[config.mk]
export PLATFORM = sky130hd
export DESIGN_NAME = morse_encoder
export DESIGN_NICKNAME = d
export VERILOG_FILES = /design/src/rtl/morse_pkg.sv /design/src/rtl/morse_code_rom.sv /design/src/rtl/morse_encoder.sv
export SDC_FILE = /design/constraint.sdc
export NUM_CORES = 1
export LEC_CHECK = 0
export CAP_MARGIN = 20
export CORE_UTILIZATION = 30
export DETAILED_ROUTE_END_ITERATION = 10
export GPL_TIMING_DRIVEN = 0
export PLACE_DENSITY = 0.54
export SETUP_SLACK_MARGIN = 0.2
export SYNTH_ARGS = -nofsm -noshare
export SYNTH_HDL_FRONTEND = slang
export SYNTH_SLANG_ARGS = --single-unit
[constraint.sdc]
create_clock -name clk -period 2.33 [get_ports clk]
set_clock_uncertainty 0.05 [all_clocks]
set_input_delay 0.3495 -clock clk [delete_from_list [all_inputs] [get_ports clk]]
set_output_delay 0.3495 -clock clk [all_outputs]
set_load 0.05 [all_outputs]
[src/rtl/morse_pkg.sv]
// Shared types for the Morse encoder: FSM states and the per-character code record.
// Codes are left-aligned and MSB-first; a pat bit of 1 is a dash.
package morse_pkg;

  typedef enum logic [2:0] {
    IDLE,
    SYM,
    EGAP,
    CHAR,
    CGAP,
    WORD,
    WGAP
  } state_t;

  typedef struct packed {
    logic       valid;
    logic       is_space;
    logic [2:0] len;
    logic [4:0] pat;
  } morse_code_t;

  localparam morse_code_t SPACE_CODE = '{valid: 1'b1, is_space: 1'b1, len: 3'd0, pat: 5'd0};

  function automatic morse_code_t mk_code(input logic [2:0] len, input logic [4:0] pat);
    morse_code_t c;
    c.valid    = 1'b1;
    c.is_space = 1'b0;
    c.len      = len;
    c.pat      = pat;
    return c;
  endfunction

  function automatic int max3(input int a, input int b, input int c);
    int m;
    m = (a > b) ? a : b;
    return (m > c) ? m : c;
  endfunction

endpackage

[src/rtl/morse_code_rom.sv]
// Combinational ASCII -> Morse code lookup; lower case folds onto upper case.
// Unsupported bytes return an all-zero record (valid = 0).
module morse_code_rom
  import morse_pkg::*;
(
  input  logic [7:0]  ascii_i,
  output morse_code_t code_o
);

  logic [7:0] up;

  always_comb begin
    up = ascii_i;
    if (ascii_i >= 8'h61 && ascii_i <= 8'h7A) up = ascii_i - 8'h20;
    code_o = '0;
    case (up)
      8'h20: code_o = SPACE_CODE;
      8'h41: code_o = mk_code(3'd2, 5'b01000);  // A .-
      8'h42: code_o = mk_code(3'd4, 5'b10000);  // B -...
      8'h43: code_o = mk_code(3'd4, 5'b10100);  // C -.-.
      8'h44: code_o = mk_code(3'd3, 5'b10000);  // D -..
      8'h45: code_o = mk_code(3'd1, 5'b00000);  // E .
      8'h46: code_o = mk_code(3'd4, 5'b00100);  // F ..-.
      8'h47: code_o = mk_code(3'd3, 5'b11000);  // G --.
      8'h48: code_o = mk_code(3'd4, 5'b00000);  // H ....
      8'h49: code_o = mk_code(3'd2, 5'b00000);  // I ..
      8'h4A: code_o = mk_code(3'd4, 5'b01110);  // J .---
      8'h4B: code_o = mk_code(3'd3, 5'b10100);  // K -.-
      8'h4C: code_o = mk_code(3'd4, 5'b01000);  // L .-..
      8'h4D: code_o = mk_code(3'd2, 5'b11000);  // M --
      8'h4E: code_o = mk_code(3'd2, 5'b10000);  // N -.
      8'h4F: code_o = mk_code(3'd3, 5'b11100);  // O ---
      8'h50: code_o = mk_code(3'd4, 5'b01100);  // P .--.
      8'h51: code_o = mk_code(3'd4, 5'b11010);  // Q --.-
      8'h52: code_o = mk_code(3'd3, 5'b01000);  // R .-.
      8'h53: code_o = mk_code(3'd3, 5'b00000);  // S ...
      8'h54: code_o = mk_code(3'd1, 5'b10000);  // T -
      8'h55: code_o = mk_code(3'd3, 5'b00100);  // U ..-
      8'h56: code_o = mk_code(3'd4, 5'b00010);  // V ...-
      8'h57: code_o = mk_code(3'd3, 5'b01100);  // W .--
      8'h58: code_o = mk_code(3'd4, 5'b10010);  // X -..-
      8'h59: code_o = mk_code(3'd4, 5'b10110);  // Y -.--
      8'h5A: code_o = mk_code(3'd4, 5'b11000);  // Z --..
      8'h30: code_o = mk_code(3'd5, 5'b11111);
      8'h31: code_o = mk_code(3'd5, 5'b01111);
      8'h32: code_o = mk_code(3'd5, 5'b00111);
      8'h33: code_o = mk_code(3'd5, 5'b00011);
      8'h34: code_o = mk_code(3'd5, 5'b00001);
      8'h35: code_o = mk_code(3'd5, 5'b00000);
      8'h36: code_o = mk_code(3'd5, 5'b10000);
      8'h37: code_o = mk_code(3'd5, 5'b11000);
      8'h38: code_o = mk_code(3'd5, 5'b11100);
      8'h39: code_o = mk_code(3'd5, 5'b11110);
      default: code_o = '0;
    endcase
  end

endmodule

[src/rtl/morse_encoder.sv]
// ASCII byte -> one-cycle Morse symbol pulses; first symbol appears the cycle after acceptance.
// Single-byte handshake: ascii_ready is high only while idle, nothing is buffered while busy.
module morse_encoder
  import morse_pkg::*;
#(
  parameter int ELEMENT_GAP = 1,
  parameter int CHAR_GAP    = 3,
  parameter int WORD_GAP    = 7
) (
  input  logic       clk,
  input  logic       rst,
  input  logic [7:0] ascii_in,
  input  logic       ascii_valid,
  output logic       ascii_ready,
  output logic       dot_out,
  output logic       dash_out,
  output logic       char_space_out,
  output logic       word_space_out,
  output logic       bad_char,
  output logic       busy
);

  localparam int GAP_MAX = max3(ELEMENT_GAP, CHAR_GAP, WORD_GAP);
  localparam int GW      = $clog2(GAP_MAX + 1);

  localparam logic [GW-1:0] EGAP_LD = GW'(ELEMENT_GAP);
  localparam logic [GW-1:0] CGAP_LD = GW'(CHAR_GAP);
  localparam logic [GW-1:0] WGAP_LD = GW'(WORD_GAP);
  localparam logic [GW-1:0] GAP_ONE = GW'(1);

  state_t        state_q, state_d;
  logic [4:0]    pat_q, pat_d;
  logic [2:0]    elem_q, elem_d;
  logic [GW-1:0] gap_q, gap_d;

  logic ready_q, ready_d;
  logic dot_q, dot_d;
  logic dash_q, dash_d;
  logic cs_q, cs_d;
  logic ws_q, ws_d;
  logic bad_q, bad_d;
  logic busy_q, busy_d;

  morse_code_t code;
  logic        accept;

  morse_code_rom u_rom (
    .ascii_i (ascii_in),
    .code_o  (code)
  );

  assign accept = ascii_valid && ready_q;

  always_comb begin
    state_d = state_q;
    pat_d   = pat_q;
    elem_d  = elem_q;
    gap_d   = gap_q;
    bad_d   = 1'b0;
    case (state_q)
      IDLE: begin
        if (accept) begin
          if (!code.valid) begin
            bad_d = 1'b1;
          end else if (code.is_space) begin
            state_d = WORD;
          end else begin
            state_d = SYM;
            pat_d   = code.pat;
            elem_d  = code.len;
          end
        end
      end
      SYM: begin
        state_d = EGAP;
        gap_d   = EGAP_LD;
        pat_d   = {pat_q[3:0], 1'b0};
        elem_d  = elem_q - 3'd1;
      end
      EGAP: begin
        if (gap_q <= GAP_ONE) state_d = (elem_q != 3'd0) ? SYM : CHAR;
        else gap_d = gap_q - GAP_ONE;
      end
      CHAR: begin
        state_d = CGAP;
        gap_d   = CGAP_LD;
      end
      CGAP: begin
        if (gap_q <= GAP_ONE) state_d = IDLE;
        else gap_d = gap_q - GAP_ONE;
      end
      WORD: begin
        state_d = WGAP;
        gap_d   = WGAP_LD;
      end
      WGAP: begin
        if (gap_q <= GAP_ONE) state_d = IDLE;
        else gap_d = gap_q - GAP_ONE;
      end
      default: state_d = IDLE;
    endcase

    // Outputs are registered from the next state so each pulse lines up with its state.
    dot_d   = (state_d == SYM) && !pat_d[4];
    dash_d  = (state_d == SYM) && pat_d[4];
    cs_d    = (state_d == CHAR);
    ws_d    = (state_d == WORD);
    busy_d  = (state_d != IDLE);
    ready_d = (state_d == IDLE) && !accept;
  end

  always_ff @(posedge clk or posedge rst) begin
    if (rst) begin
      state_q <= IDLE;
      pat_q   <= '0;
      elem_q  <= '0;
      gap_q   <= '0;
      ready_q <= 1'b0;
      dot_q   <= 1'b0;
      dash_q  <= 1'b0;
      cs_q    <= 1'b0;
      ws_q    <= 1'b0;
      bad_q   <= 1'b0;
      busy_q  <= 1'b0;
    end else begin
      state_q <= state_d;
      pat_q   <= pat_d;
      elem_q  <= elem_d;
      gap_q   <= gap_d;
      ready_q <= ready_d;
      dot_q   <= dot_d;
      dash_q  <= dash_d;
      cs_q    <= cs_d;
      ws_q    <= ws_d;
      bad_q   <= bad_d;
      busy_q  <= busy_d;
    end
  end

  assign ascii_ready    = ready_q;
  assign dot_out        = dot_q;
  assign dash_out       = dash_q;
  assign char_space_out = cs_q;
  assign word_space_out = ws_q;
  assign bad_char       = bad_q;
  assign busy           = busy_q;

endmodule
* Word-level counts from Yosys, hierarchy flattened *
Memories as Yosys holds them, arrays and structs flattened.
Cells that the tools add are included.

word-level totals
  logic and storage cells = 71
  RAM bits = 0
  memory bits (read-only) = 1,280
  memories kept = 1
  input port bits = 11
  output and inout bits = 7
  bits in latches = 0
  register bits after elaboration = 21

operators by class
  div/mod/pow operators = 0
  multiplexer cells = 22
  equality and inequality tests = 13
  add/subtract/negate cells = 3
  shift-type cells = 0
  bitwise operators = 0
  order comparisons = 3
  multipliers = 0
  reduce and logical (&&, ||, !) cells = 17

memory list
  memory            words  width  rd ports  clocked after Yosys merged registers in  wr ports  RTL line              RTL
  (name not given)  128    10     1         0                                        0         morse_code_rom.sv:16  case (up)

operators by type and width
  kind                                                             count
  two-way mux 3 bit                                                9
  one-hot mux 3 bit (6 select lines)                               1
  two-way mux 5 bit                                                3
  == test 3 bit (second input constant)                            4
  one-hot mux 3 bit (4 select lines)                               1
  two-way mux 10 bit                                               1
  one-hot mux 5 bit (2 select lines)                               1
  == test 3 x 2 -> 1 bit (second input constant)                   3
  >= comparator 8 x 7 -> 1 bit (second input constant)             1
  less-or-equal comparator 8 x 7 -> 1 bit (second input constant)  1
  two-way mux 8 bit                                                1
  != test 2 bit (second input constant)                            4
  subtractor 8 x 6 -> 8 bit (second input constant)                1
  == test 3 x 1 -> 1 bit (second input constant)                   2
  zero test 3 bit                                                  2
  one-hot mux 3 bit (2 select lines)                               1
  nonzero test 3 bit                                               2
  subtractor 3 x 1 -> 3 bit (second input constant)                2
  logical AND 1 bit                                                5
  AND reduction 4 bit                                              1
  nonzero test 4 bit                                               1
  less-or-equal comparator 3 x 1 -> 1 bit (second input constant)  1
  two-way mux 1 bit                                                3
  OR reduction 3 bit                                               1
  5 further kinds                                                  6

* Logic depth before layout (Yosys ltp) *
Gate-level depths: netlist of the first run.
An unclocked memory read counts as a cell.

  word-level depth = 11
  gate-level depth with buffers = 10
  depth with buffers taken out = 9

* By module *
A second synthesis of the first run with hierarchy kept.

unflattened totals
  cell total of the unflattened synthesis = 240
  area total of the unflattened synthesis = 2,013.2 µm²

by module, submodules not included
  module          seq. area each (µm²)  times used  area each (µm²)  cells each
  morse_encoder   525.5                 1           1,256.2          129
  morse_code_rom  0.0                   1           757.0            111

* Worst setup path before layout of the first run *
Ideal clock, no wire load.

  path type = input-to-reg
  from = input port ascii_in[0]
  to = register elem_q[1]
  cell stages on the path = 10
  required time = 2.143 ns
  arrival time = 1.968 ns
  path buffers = 1
  setup slack = 0.175 ns
  library setup time = 0.137 ns
  path through = inv_1 > ha_1 > nand2b_1 > a21o_4 > and4b_4 > o21a_4 > and2_4 > buf_6 > o31ai_2 > a31oi_1

on the way
  longest elaborated chain between the ends = 9
  elaborated cells on any way between the ends = 14
  those cells by class = add/sub (1); order compare (2); eq/ne (2); mux (6); reduce/logical (2); memory (1)

RTL lines
  what                                                                                     RTL line              RTL
  start, declared                                                                          morse_encoder.sv:12   input logic [7:0] ascii_in,
  >= comparator 8 x 7 -> 1 bit or less-or-equal comparator 8 x 7 -> 1 bit (tied branches)  morse_code_rom.sv:14  if (ascii_i >= 8'h61 && ascii_i <= 8'h7A) up = ascii_i - 8'h20;
  logical AND 1 bit                                                                        morse_code_rom.sv:14
  two-way mux 8 bit *                                                                      morse_code_rom.sv:14
  memory read (128 x 10 bit)                                                               n/a
  two-way mux 10 bit *                                                                     morse_code_rom.sv:16
  two-way mux 3 bit                                                                        morse_encoder.sv:65   end else if (code.is_space) begin
  two-way mux 3 bit                                                                        morse_encoder.sv:63   if (!code.valid) begin
  two-way mux 3 bit                                                                        morse_encoder.sv:62   if (accept) begin
  one-hot mux 3 bit (2 select lines)                                                       morse_encoder.sv:60   case (state_q)
  end signal, assigned                                                                     morse_encoder.sv:128  elem_q <= elem_d;
  end, declared                                                                            morse_encoder.sv:33   logic [2:0] elem_q, elem_d;

Mark *: on every way between the ends. The rest lies on a longest branch, timed or not. The select of a mux whose other input is x is not followed.
A chain may end at the register's enable or synchronous reset.

* Worst setup path after layout of the first run *
  from = input port ascii_in[0]
  to = register elem_q[2]

Same word-level chain as after synthesis.

==> results of run 1 <==
[critical path, delay by kind of cell]
kind                     cells  cell delay (ps)
AND/OR/NAND/NOR              2              250
AO/OA/AOI/OAI                4             1130
adder cells (fa/ha/maj)      1              230
buffers and inverters        2              160
[cell families (layout without fill, tap and decap cells)]
logic type                 Yosys count  after routing  synth area share
adders and majority gates           11             11            0.0729
AOI/OAI and AO/OA                   77             77             0.286
muxes                                4              4            0.0345
DFF                                 21             21             0.279
and+or+nand+nor                     81             81             0.246
xor gates and xnor gates             1              1           0.00464
buffers and inverters               30             59            0.0769
[state kept, by name, summed over array words and instances (netlist names)]
| name | cells |
|---|---|
| pat_q | 5 |
| elem_q | 3 |
| gap_q | 3 |
| state_q | 3 |
| ascii_ready | 1 |
| bad_char | 1 |
| busy | 1 |
| char_space_out | 1 |
| dash_out | 1 |
| dot_out | 1 |
| word_space_out | 1 |
[layer usage]
| layer | track usage | vias up | routed length (um) |
|---|---|---|---|
| met5 | 0 | - | 0 |
| met4 | 0.0661 | 0 | 131 |
| met3 | 0.0135 | 13 | 146 |
| met2 | 0.260 | 47 | 2270 |
| met1 | 0.203 | 839 | 2250 |
| li1 | - | 871 | - |
[what timing repair did]
item	in CTS	in global routing
resized for setup	27	16
hold buffers	0	0
buffers inserted	5	5
setup endpoints to repair	14	9
pin swaps	3	4
[final timing paths]
kind	from	endpoint	cells after the start	slack, ps
setup / recovery	ascii_in[0]	elem_q[2]$_DFFE_PP0P_	9	290
hold / removal	gap_q[1]$_DFFE_PP0P_	gap_q[1]$_DFFE_PP0P_	2	450
setup reg to reg	state_q[2]$_DFF_PP0_	pat_q[2]$_DFFE_PP0P_	6	340
hold reg to reg	gap_q[1]$_DFFE_PP0P_	gap_q[1]$_DFFE_PP0P_	2	450
max in group asynchronous	rst	elem_q[2]$_DFFE_PP0P_	2	1240
min in group asynchronous	rst	char_space_out$_DFF_PP0_	2	480
[power by group through the flow]
stage	Clock, mW	Combinational, mW	Sequential, mW
6_report	0.243	1.03	0.565
5_1_grt	0.263	1.15	0.588
4_1_cts	0.252	1.01	0.561
3_5_place_dp	0	0.980	0.569
3_3_place_gp	0	0.974	0.566
2_1_floorplan	0	0.650	0.650
[layout make-up]
type,count,area (um2)
plain buffers,14,87.6
well taps,75,93.8
inverters,15,61.3
multi-input cells,174,1310
clock buffers,3,41.3
flip-flops and latches,21,526
repair buffers,26,230
clock inverters,1,5.00
fillers,615,3630
[placed cells by master (no fill, tap or decap), types with 3 or more instances in the layout]
master | Yosys | routed
nor2_1 | 25 | 24
a21oi_1 | 21 | 21
dfrtp_1 | 21 | 21
o21ai_0 | 13 | 13
inv_1 | 14 | 12
nand2_1 | 12 | 11
clkdlybuf4s50_1 | 0 | 10
buf_4 | 0 | 10
nor2b_1 | 8 | 8
ha_1 | 11 | 8
buf_6 | 4 | 6
clkbuf_1 | 8 | 5
a31oi_1 | 5 | 5
nand3_1 | 6 | 5
and3_1 | 4 | 4
o22ai_1 | 5 | 4
o211ai_1 | 4 | 4
nor3_2 | 5 | 4
nand2b_1 | 3 | 3
nand2_2 | 2 | 3
clkbuf_2 | 0 | 3
nor3_1 | 3 | 3
a211oi_1 | 3 | 3
clkbuf_8 | 0 | 3
==> results.json, run 1 <==
{
  "tritoncts": "built",
  "drive_above_1_share": 0.244,
  "switching_share": 0.451,
  "fin_util": 0.393,
  "cts_buffers": 3,
  "clk_latency_ps": 260,
  "avgSynthCellArea_um2": 8.39,
  "endpoint_kind": "flop",
  "overflow": 0,
  "final-setup-viol-count": 0,
  "core_area_mm2": 0.00599,
  "placed_cells": 316,
  "min_period_ps": 2040,
  "placementRows": 28,
  "ys_seq_elements": 21,
  "cp.required_ps": 2420,
  "antenna_found_initial": 0,
  "yosys_most_used_dff": "dfrtp_1",
  "stdcell_area_mm2": 0.00236,
  "worstSetupPathType": "input pin to flop",
  "power_density_mw_per_mm2": 780,
  "clkSlewWorstSetupHoldPaths_ps": 70,
  "syn_area_mm2": 0.00189,
  "antenna_left": 0,
  "clk_path_buf_depth": 2,
  "cts_root_buf": "clkbuf_8",
  "drcViolationCount": 0,
  "slew_violations": 0,
  "ys_types": 60,
  "place_ws_ps": -907,
  "hold_ws_ps": 455,
  "status": "finished, final reports clean",
  "synth_seq_area_share": 0.279,
  "synth.net_count": 247,
  "p_int_mw": 1.01,
  "antenna_cells": 0,
  "wl_um": 4790,
  "fmax_mhz": 491,
  "yosysTopAreaCell": "dfrtp_1",
  "grt_pass1_wl_um": 8050,
  "synth_warnings": 0,
  "yosysMostFrequentCell": "nor2_1",
  "dp_hpwl_um": 3390,
  "drt_pass1_iterations": 5,
  "comb_power_share": 0.561,
  "worst-path-max-fanout": 8,
  "ir_drop_v": 0.000384,
  "seqPwrFrac": 0.307,
  "fp.dieH_um": 81.3,
  "clock-sinks": 21,
  "crit_arrival_ps": 2130,
  "die_x_um": 81.3,
  "worst_pin_slew_ps": 806,
  "cap_violations": 0,
  "place_area_mm2": 0.00215,
  "path_cells": "buf_6 -> inv_4 -> ha_2 -> nand2b_1 -> a21o_4 -> a41oi_4 -> o21ai_0 -> a2111oi_2 -> nor2_1",
  "cpPeakStageDelay_ps": 420,
  "rsz0062_at_grt": "yes",
  "pwr-share-clk": 0.132,
  "gp_congestion": 0.793,
  "ioPinCount": 18,
  "synthTopCellsByArea": "dfrtp_1 (28%), ha_1 (7.3%), a21oi_1 (5.6%)",
  "tns_ps": 0,
  "io_buffer_count": 16,
  "worstSetupStartpointType": "input pin",
  "synth_edf_count": 0,
  "nets": 277,
  "synthTopCellsByCount": "nor2_1 (25), a21oi_1 (21), dfrtp_1 (21), inv_1 (14), o21ai_0 (13)",
  "htree_levels": 1,
  "wl_per_cell_um": 14.6,
  "via_per_inst": 5.38,
  "post-route-period-util": 0.873,
  "hold_viol": 0,
  "yosys.area.top_type_share": 0.279,
  "area_delta_synth_final_pct": 24.9,
  "start_util": 0.315,
  "netSwitchingPower_uw": 829,
  "synth-async-reset-ratio": 1.00,
  "power_leakage_nw": 0.945,
  "slew_headroom": 0.462,
  "vias": 1770,
  "fin_ws_ps": 295,
  "slowest_stage": "a2111oi_2",
  "synth_cells": 225,
  "grt_max_degree": 22,
  "die-area_mm2": 0.00661,
  "p_total_mw": 1.84,
  "grt_use_total": 0.156,
  "hold_class": "flop to flop",
  "stdcell_count": 329,
  "drt_iter0_drc": 91,
  "first_global_vias": 1715
}
Note: power is estimated with default switching activity, not from simulation.
==> run 2: changes to the inputs <==
--- a/config.mk
+++ b/config.mk
@@ -5,11 +5,10 @@
 export SDC_FILE = /design/constraint.sdc
 export NUM_CORES = 1
 export LEC_CHECK = 0
-export CAP_MARGIN = 20
 export CORE_UTILIZATION = 30
 export DETAILED_ROUTE_END_ITERATION = 10
 export GPL_TIMING_DRIVEN = 0
-export PLACE_DENSITY = 0.54
+export PLACE_DENSITY_LB_ADDON = 0.1
 export SETUP_SLACK_MARGIN = 0.2
 export SYNTH_ARGS = -nofsm -noshare
 export SYNTH_HDL_FRONTEND = slang
==> run 2 against run 1 <==
Net effect:
- global-route usage rose by 0.099 points
- cell area fell by 0.58%
- worst hold slack barely moved
- worst setup slack got worse by 6.4 ps
- critical path depth rose by 3
- first-iteration DRC count fell by 26%
- non-clock buffer count fell by 1
- die area did not move
- critical endpoint is now pat_q[0]$_DFFE_PP0P_
- largest cell class unchanged
- largest power group unchanged
- highest routed layer unchanged
==> results.json, run 2 (synthesized netlist as in run 1, its figures left out) <==
{
  "crit-reg2reg-launch": "state_q[1]$_DFF_PP0_",
  "core_area_mm2": 0.00599,
  "overflow": 0,
  "min_period_ps": 2040,
  "cp.required_ps": 2420,
  "clkSlewWorstSetupHoldPaths_ps": 80,
  "cp_common_cell": "buf_4",
  "htree_levels": 1,
  "grt_use_total": 0.157,
  "place_area_mm2": 0.00215,
  "cap_violations": 0,
  "nets": 276,
  "power_leakage_nw": 0.935,
  "slew_headroom": 0.431,
  "drt_pass1_iterations": 4,
  "clock-sinks": 21,
  "cts_buffers": 3,
  "ioPinCount": 18,
  "wl_per_cell_um": 14.4,
  "stdcell_count": 328,
  "status": "finished, final reports clean",
  "final-setup-viol-count": 0,
  "ir_drop_v": 0.000398,
  "drcViolationCount": 0,
  "antenna_cells": 0,
  "start_util": 0.315,
  "final_common_cell": "nor2_1",
  "area_delta_synth_final_pct": 24.2,
  "clk_path_buf_depth": 2,
  "via_per_inst": 5.35,
  "regMostFlops": "pat_q",
  "gp_congestion": 0.784,
  "post-route-period-util": 0.876,
  "worstHoldStart": "gap_q[1]$_DFFE_PP0P_",
  "stdcell_area_mm2": 0.00234,
  "rsz0062_at_grt": "yes",
  "path_cells": "buf_6 -> inv_4 -> ha_4 -> nor4b_4 -> buf_4 -> buf_4 -> o311ai_4 -> o21a_4 -> and2_4 -> buf_8 -> mux2i_1 -> o21ai_1",
  "slew_violations": 0,
  "antenna_found_initial": 0,
  "wl_um": 4740,
  "grt_pass1_wl_um": 8000,
  "clk_latency_ps": 260,
  "die-area_mm2": 0.00661,
  "cpPeakStageDelay_ps": 270,
  "cp-startpoint": "ascii_in[1]",
  "dp_hpwl_um": 3450,
  "first_global_vias": 1596,
  "place_ws_ps": -895,
  "placed_cells": 316,
  "tritoncts": "built",
  "antenna_left": 0,
  "vias": 1755,
  "power_density_mw_per_mm2": 790,
  "fin_util": 0.391,
  "fillerInstances": 612,
  "slowest_stage": "o311ai_4",
  "crit_arrival_ps": 2130,
  "worstSetupPathType": "input pin to flop",
  "io_buffer_count": 16,
  "endpoint_kind": "flop",
  "drt_iter0_drc": 67,
  "largest_reg_flops": 5,
  "worstSetupStartpointType": "input pin",
  "fmax_mhz": 490,
  "fp.dieH_um": 81.3,
  "worst-path-max-fanout": 11,
  "drive_above_1_share": 0.229,
  "worst_pin_slew_ps": 852,
  "grt_max_degree": 22,
  "die_x_um": 81.3,
  "fin_ws_ps": 289,
  "hold_viol": 0,
  "cts_root_buf": "clkbuf_8",
  "hold_class": "flop to flop",
  "placementRows": 28,
  "layout_common_cells": "nor2_1 (23), a21oi_1 (21), dfrtp_1 (21)"
}
==> run 2: layout make-up <==
class	count	area, um2	share of cell area
sequential	21	526	0.224
multi-input combinational	174	1310	0.557
tap	75	93.8	0.0400
clock buffer	3	41.3	0.0176
inverter	15	61.3	0.0262
timing repair buffer	24	216	0.0924
clock inverter	1	5.00	0.00214
buffer	15	95.1	0.0406
==> run 2: power breakdown <==
| group | total (mW) | switching [mW] | internal, mW |
|---|---|---|---|
| logic | 1.03 | 0.616 | 0.414 |
| registers | 0.570 | 0.0885 | 0.481 |
| clock network | 0.250 | 0.131 | 0.120 |
| total | 1.85 | 0.836 | 1.01 |
==> run 2: layer usage <==
layer,up-vias,GRT usage,part of all wire
met1,839,0.233,0.50
met3,4,0.0270,0.033
li1,879,-,-
met2,33,0.238,0.46
met4,0,0.0214,0.0065
met5,-,0,0
==> run 2: critical path, delay by kind of cell <==
| kind | cells | cell delay [ps] |
|---|---|---|
| mux | 1 | 190 |
| simple gates | 2 | 290 |
| compound gates | 3 | 560 |
| fa+ha+maj | 1 | 160 |
| buf+inv | 5 | 570 |
==> run 2: final timing paths <==
check                                         to  slack, ps  cells past startpoint
max                         pat_q[0]$_DFFE_PP0P_        290                     12
max reg2reg                 state_q[2]$_DFF_PP0_        310                      8
max in group asynchronous  elem_q[1]$_DFFE_PP0P_       1210                      2
min                         gap_q[1]$_DFFE_PP0P_        450                      2
min reg2reg                 gap_q[1]$_DFFE_PP0P_        450                      2
min in group asynchronous   gap_q[2]$_DFFE_PP0P_        500                      2
==> run 2: what timing repair did <==
item	in CTS	in global routing
pin swaps	4	3
gates resized for setup	27	17
endpoints found under the setup margin	15	11
buffers inserted	4	4
gates cloned	0	0
hold buffers	0	0
==> run 2: through the flow <==
stage | total power, mW | TNS [ps] | hold slack (ps)
after floorplan | 1.30 | 0 | 276
after global placement | 1.55 | -8600 | 436
after detailed placement | 1.55 | -8590 | 435
after CTS | 1.83 | 0 | 456
after global routing | 2.01 | 0 | 525
final | 1.85 | 0 | 455
==> run 3: changes to the inputs <==
--- a/config.mk
+++ b/config.mk
@@ -7,9 +7,11 @@
 export LEC_CHECK = 0
 export CORE_UTILIZATION = 30
 export DETAILED_ROUTE_END_ITERATION = 10
+export GPL_ROUTABILITY_DRIVEN = 0
 export GPL_TIMING_DRIVEN = 0
 export PLACE_DENSITY_LB_ADDON = 0.1
 export SETUP_SLACK_MARGIN = 0.2
+export SLEW_MARGIN = 20
 export SYNTH_ARGS = -nofsm -noshare
 export SYNTH_HDL_FRONTEND = slang
 export SYNTH_SLANG_ARGS = --single-unit
==> results of run 3 <==
The final DEF is identical to that of run 2; final timing and power are the same.
